<file path="config.mk">
export PLATFORM = sky130hd
export DESIGN_NAME = data_mem_copy_engine
export DESIGN_NICKNAME = d
export VERILOG_FILES = /design/src/rtl/data_mem_pkg.sv /design/src/rtl/data_mem_copy_engine.sv
export SDC_FILE = /design/constraint.sdc
export NUM_CORES = 1
export LEC_CHECK = 0
export ABC_AREA = 1
export CAP_MARGIN = 5
export CORE_ASPECT_RATIO = 1.25
export CORE_MARGIN = 3
export CORE_UTILIZATION = 50
export CTS_BUF_LIST = sky130_fd_sc_hd__clkbuf_8
export DETAILED_ROUTE_END_ITERATION = 12
export GPL_TIMING_DRIVEN = 0
export HOLD_SLACK_MARGIN = 0.15
export PLACE_DENSITY = 0.76
export SETUP_SLACK_MARGIN = 0.05
export SYNTH_ARGS = -nofsm -noshare
export SYNTH_HDL_FRONTEND = slang
export SYNTH_SLANG_ARGS = --single-unit
</file>
<file path="constraint.sdc">
create_clock -name clk -period 2.4 [get_ports clk]
set_input_delay 0.24 -clock clk [delete_from_list [all_inputs] [get_ports clk]]
set_output_delay 0.24 -clock clk [all_outputs]
set_load 0.03 [all_outputs]
</file>
<file path="src/rtl/data_mem_pkg.sv">
// Shared definitions for DataMemory and its copy-engine bus master.
// The state encoding is private to the engine; the widths are shared by every DataMemory user.
package data_mem_pkg;

    localparam int ADDR_W = 8;
    localparam int DATA_W = 8;

    typedef enum logic [2:0] {
        IDLE = 3'd0,
        RD   = 3'd1,
        WAIT = 3'd2,
        WR   = 3'd3,
        DONE = 3'd4
    } state_e;

endpackage

</file>
<file path="src/rtl/data_mem_copy_engine.sv">
// Byte-serial block copy inside DataMemory: one read/write pair per byte, strictly ascending.
// Every output is registered; memory strobes drop straight away on an asynchronous reset.
module data_mem_copy_engine
    import data_mem_pkg::*;
#(
    parameter int AW       = ADDR_W,
    parameter int DW       = DATA_W,
    parameter int READ_LAT = 1
) (
    input  logic          clk,
    input  logic          rst_n,
    input  logic          start,
    input  logic [AW-1:0] src_addr,
    input  logic [AW-1:0] dst_addr,
    input  logic [AW:0]   len,
    output logic          busy,
    output logic          done,
    output logic [AW:0]   bytes_done,
    output logic [AW-1:0] mem_adr,
    output logic [DW-1:0] mem_datain,
    output logic          mem_w,
    output logic          mem_r,
    input  logic [DW-1:0] mem_dataout
);

    localparam int WCW = (READ_LAT < 2) ? 1 : $clog2(READ_LAT + 1);

    state_e        state_q, state_d;
    logic [AW-1:0] src_q, src_d;
    logic [AW-1:0] dst_q, dst_d;
    logic [AW:0]   rem_q, rem_d;
    logic [AW:0]   bytes_done_q, bytes_done_d;
    logic [WCW-1:0] wait_q, wait_d;
    logic [AW-1:0] mem_adr_q, mem_adr_d;
    logic [DW-1:0] mem_datain_q, mem_datain_d;
    logic          mem_w_q, mem_w_d;
    logic          mem_r_q, mem_r_d;
    logic          busy_q, busy_d;
    logic          done_q, done_d;
    logic          last_byte;
    logic          wait_over;

    assign last_byte = (rem_q == (AW+1)'(1));
    assign wait_over = (wait_q == '0);

    always_ff @(posedge clk or negedge rst_n) begin
        if (!rst_n) begin
            state_q      <= IDLE;
            src_q        <= '0;
            dst_q        <= '0;
            rem_q        <= '0;
            bytes_done_q <= '0;
            wait_q       <= '0;
            mem_adr_q    <= '0;
            mem_datain_q <= '0;
            mem_w_q      <= 1'b0;
            mem_r_q      <= 1'b0;
            busy_q       <= 1'b0;
            done_q       <= 1'b0;
        end else begin
            state_q      <= state_d;
            src_q        <= src_d;
            dst_q        <= dst_d;
            rem_q        <= rem_d;
            bytes_done_q <= bytes_done_d;
            wait_q       <= wait_d;
            mem_adr_q    <= mem_adr_d;
            mem_datain_q <= mem_datain_d;
            mem_w_q      <= mem_w_d;
            mem_r_q      <= mem_r_d;
            busy_q       <= busy_d;
            done_q       <= done_d;
        end
    end

    always_comb begin
        state_d = state_q;
        case (state_q)
            IDLE:    if (start) state_d = (len == '0) ? DONE : RD;
            RD:      state_d = WAIT;
            WAIT:    if (wait_over) state_d = WR;
            WR:      state_d = last_byte ? DONE : RD;
            DONE:    state_d = IDLE;
            default: state_d = IDLE;
        endcase
    end

    // Registered outputs are loaded on the edge that enters the state they belong to.
    always_comb begin
        src_d        = src_q;
        dst_d        = dst_q;
        rem_d        = rem_q;
        bytes_done_d = bytes_done_q;
        wait_d       = wait_q;
        mem_adr_d    = mem_adr_q;
        mem_datain_d = mem_datain_q;
        mem_w_d      = 1'b0;
        mem_r_d      = 1'b0;
        busy_d       = busy_q;
        done_d       = 1'b0;
        case (state_q)
            IDLE: begin
                if (start) begin
                    bytes_done_d = '0;
                    if (len == '0) begin
                        done_d = 1'b1;
                    end else begin
                        src_d     = src_addr;
                        dst_d     = dst_addr;
                        rem_d     = len;
                        busy_d    = 1'b1;
                        mem_adr_d = src_addr;
                        mem_r_d   = 1'b1;
                    end
                end
            end
            RD: begin
                // One extra WAIT cycle beyond READ_LAT lets the byte land in the datain register.
                wait_d = WCW'(READ_LAT);
            end
            WAIT: begin
                if (wait_over) begin
                    mem_adr_d    = dst_q;
                    mem_datain_d = mem_dataout;
                    mem_w_d      = 1'b1;
                end else begin
                    wait_d = wait_q - WCW'(1);
                end
            end
            WR: begin
                src_d        = src_q + AW'(1);
                dst_d        = dst_q + AW'(1);
                rem_d        = rem_q - (AW+1)'(1);
                bytes_done_d = bytes_done_q + (AW+1)'(1);
                if (last_byte) begin
                    busy_d = 1'b0;
                    done_d = 1'b1;
                end else begin
                    mem_adr_d = src_q + AW'(1);
                    mem_r_d   = 1'b1;
                end
            end
            default: ;
        endcase
    end

    assign busy       = busy_q;
    assign done       = done_q;
    assign bytes_done = bytes_done_q;
    assign mem_adr    = mem_adr_q;
    assign mem_datain = mem_datain_q;
    assign mem_w      = mem_w_q;
    assign mem_r      = mem_r_q;

endmodule
</file>
# Word level (Yosys, flattened, before mapping)
# Index checks and enable logic that the tools add are counted.
# word_totals
regBits	58
in_bits	36
out_inout_bits	29
# op_classes
addsub	5
eq_ne	9
n_mux	35
n_bitwise	1
reduce_logical	11
# ops
operator	n
8-bit 2-to-1 mux	6
9-bit case mux with 2 select lines	2
8-bit case mux with 2 select lines	2
9-bit 2-to-1 mux	3
8-bit case mux with 3 select lines	1
8-bit by 1-bit adder with 8-bit output, second input constant	2
1-bit 2-to-1 mux	12
3-bit 2-to-1 mux	4
3-bit case mux with 4 select lines	1
2-bit != test, second input constant	5
9-bit by 1-bit adder with 9-bit output, second input constant	1
9-bit by 1-bit == test with 1-bit output, second input constant	1
9-bit zero test	1
9-bit by 1-bit subtractor with 9-bit output, second input constant	1
1-bit case mux with 2 select lines	4
3-bit by 2-bit == test with 1-bit output, second input constant	2
2-bit AND reduction	3
5-bit AND reduction	1
4-bit AND reduction	1
2-bit nonzero test	2
3-bit by 1-bit == test with 1-bit output, second input constant	1
3-bit zero test	1
3-bit AND reduction	1
3-bit nonzero test	1
other kinds (2)	2

# Depth between registers and ports, before layout
# logic_depth
ltp_word	4
depth_mapped	10
depth_no_buf	9

# Least setup slack after synthesis
# No wires, ideal clock.
# synth_timing
kind	register to register
startpoint	register state_q[1]
endpoint	register rem_q[0]
setup_time_ns	0.121
t_arrival_ns	1.277
path_slack_ns	1.001
stages_incl_launch_ff	10
n_path_buf	1
path_cell_list	dfrtp_1 nor2_2 nand2_1 inv_1 nand3_2 nand2_4 inv_4 buf_6 nand2_1 o21ai_2
# synth_between
elab_chain_len	3
# synth_lines
element	line	rtl
start: declaration	data_mem_copy_engine.sv:28	state_e state_q, state_d;
start signal: assignment	data_mem_copy_engine.sv:61	state_q <= state_d;
3-bit by 2-bit == test with 1-bit output / 3-bit zero test (equally long branches)	data_mem_copy_engine.sv:101	case (state_q)
2-bit nonzero test (no source line) / 2-bit != test (equally long branches)	n/a	
3-bit AND reduction (no source line)	n/a	
end signal: assignment	data_mem_copy_engine.sv:64	rem_q <= rem_d;
end: declaration	data_mem_copy_engine.sv:31	logic [AW:0] rem_q, rem_d;
# Parallel ways exist; a longest one is shown, timed or not.
# A chain may end at the register's enable or synchronous reset.

# Worst setup path after layout
# layout_timing
startpoint	register bytes_done_q[2] (netlist: bytes_done[2])
endpoint	output bytes_done[2]
# layout_lines
element	line	rtl
start: declaration	data_mem_copy_engine.sv:32	logic [AW:0] bytes_done_q, bytes_done_d;
start signal: assignment	data_mem_copy_engine.sv:65	bytes_done_q <= bytes_done_d;
end: declaration	data_mem_copy_engine.sv:18	output logic [AW:0] bytes_done,
# No word-level cell between the ends.

==> metrics.yaml <==
drive_gt1_share_pct: 10.43
portBuffers: 64
synth-seq-area-share_pct: 43.74
hpwl_um: 6370
coreArea_sq_mm: 0.006286
path_class: "reg2out"
netlist_instances: 455
tightestPinTransition_ns: 0.8475
boundaryPins: 65
power.density_mw_per_mm2: 1520
relSlewSlack_pct: 43.50
via_per_inst: 5.219
crit_chain: "clkdlybuf4s50_1"
dieArea_sq_mm: 0.007656
async_flop_share_pct: 100.0
worst-path-buf-inv: 1
clk_path_buf_depth: 2
hold_class: "in2reg"
finalCritPeriodShare_pct: 73.12
grt_pass1_wl_um: 14470
grt_max_degree: 36
fin_cells: 622
dieHeight_um: 97.08
worstPathMaxFanout: 7
nets: 573
drc: 0
report.final.slew_viol_count: 0
syn_area_per_cell_sq_um: 7.293
synth_edf_count: 0
track_usage_pct: 23.90
syn_area_sq_mm: 0.003318
maxCapViolCount: 0
fin_crit_ns: 1.755
arrival_ns: 1.51
h-tree-depth: 3
cts_buffers: 9
cp_top_family: "buffers and inverters"
drtAntennaViolNets: 0
area_growth_pct: 31.49
antenna_found_initial: 0
critical-path-slowest-cell: "clkdlybuf4s50_1"
final_common_cell: "nand2_1"
max_freq_mhz: 569.8
vias: 3246
hold_violations: 0
setup-violations-final: 0
crit_start: "bytes_done[2]"
grt-ovfl-total: 0
cp.required_ns: 2.16
skew_ns: 0.01132
cts_tree: "built"
gp_congestion: 0.8598
synth_nets: 496
clk_pin_slew_ns: 0.07
wire_per_inst_um: 13.85
fp.dieW_um: 78.87
finalHoldWorstSlack_ns: 0.4258
synth_warnings: 0
n_antenna_cell: 0
vdd_drop_max_mv: 0.8438
wirelength_um: 8617
synthFlopType: "dfrtp_1"
ys_ff_latch: 58
grt_pass1_vias: 3077
final.setup.tns_ns: 0
slowest_delay_ns: 0.72
min-delay-start: "mem_dataout[7]"
cts_root_buf: "clkbuf_8"
utilization_pct: 69.41
rsz0062_at_grt: "no"
drt_iter0_drc: 185
insertion_delay_ns: 0.35
timing.rr.start: "state_q[2]"
fill_cells: 556
dp.cells: 605
synth_cell_types: 30
start_kind: "flip-flop"
end_kind: "primary output"
cts_sinks: 58
status: "finished clean"
power_leakage_nw: 2.186
layout_common_cells: "nand2_1 (200), clkdlybuf4s50_1 (63), dfrtp_1 (58)"
start_util_pct: 52.79
firstDrtPassIters: 5
fp-row-count: 32
==> what timing repair did <==
action,4_1_cts,5_1_grt
endpoints found under the hold margin,34,0
gates resized for setup,0,0
buffers inserted,0,0
hold buffers,1,0
==> path summary, 6_finish.rpt <==
path / to / slack [ns] / depth (start not counted)
max: bytes_done[2] / 0.65 / 1
min: mem_datain[7] / 0.43 / 3
max reg2reg: mem_datain[1] / 0.71 / 8
min reg2reg: mem_datain[7] / 0.47 / 2
max in group asynchronous: wait_q / 1.26 / 3
min in group asynchronous: bytes_done[4] / 0.53 / 2
==> state kept, by name, summed over array words and instances (netlist names) <==
signal and cells:
bytes_done 9, rem_q 9, dst_q 8, mem_adr 8
mem_datain 8, src_q 8, state_q 3, busy 1
done 1, mem_r 1, mem_w 1, wait_q 1
==> power by group <==
| group | switching (mW) | internal [mW] | leakage, nW |
|---|---|---|---|
| sequential | 0.410 | 1.45 | 0.726 |
| clock | 0.412 | 0.794 | 0.129 |
| combinational | 2.27 | 1.30 | 1.33 |
| total | 3.09 | 3.54 | 2.19 |
==> logic make-up after synthesis <==
group | Yosys count | synth area share [%]
xor+xnor | 5 | 1.320
fa+ha+maj | 5 | 1.885
compound gates | 44 | 8.673
simple gates | 293 | 37.48
buf+inv | 50 | 6.900
flops | 58 | 43.74
==> area by class of cell <==
type / instances / area [sq um] / share of cell area (%)
Inverter: 40 / 155.1 / 3.556
Multi-Input combinational cell: 347 / 1638 / 37.54
Sequential cell: 58 / 1451 / 33.27
Clock inverter: 7 / 141.4 / 3.241
Tap cell: 85 / 106.4 / 2.438
Clock buffer: 9 / 123.9 / 2.839
Buffer: 10 / 73.82 / 1.692
Timing Repair Buffer: 66 / 673.1 / 15.43
==> layer usage <==
| layer | routed length [um] | global-route usage, % | vias up |
|---|---|---|---|
| met5 | 0 | 0 | - |
| met4 | 120 | 7.672 | 0 |
| met3 | 654 | 5.380 | 14 |
| met2 | 4369 | 39.96 | 141 |
| met1 | 3473 | 30.53 | 1492 |
| li1 | - | - | 1599 |
==> per-stage QoR <==
stage               worst slack, ns  power, mW  area, sq um
detailed placement           0.4659      5.417         4088
global placement            -0.7593      5.311         4065
global route                 0.5510      7.141         4363
floorplan                     1.001      4.261         3318
CTS                          0.6266      6.641         4363
finish                       0.6451      6.631         4363
==> synth_stat cells (2+ instances only) <==
cell      count  area share [%]
inv_2         3            0.34
buf_2         5            0.75
dfrtp_1      58              44
inv_1        35             4.0
nand3b_1      2            0.45
ha_1          5             1.9
o21ai_0      21             3.2
buf_4         2            0.45
nand2_1     200              23
nor3_1        4            0.60
nor2_1       33             3.7
xor2_1        4             1.1
a22oi_1       5             1.1
o211ai_1      3            0.68
o21ai_2      11             2.9
nand2_4       2            0.68
nor2_4        4             1.4
a31oi_1       2            0.38
buf_6         3             1.0
nand3_1      36             5.4
nand4_1       5            0.94
inv_4         2            0.38
nand3_2       3            0.91
(Power assumes the default switching activity.)
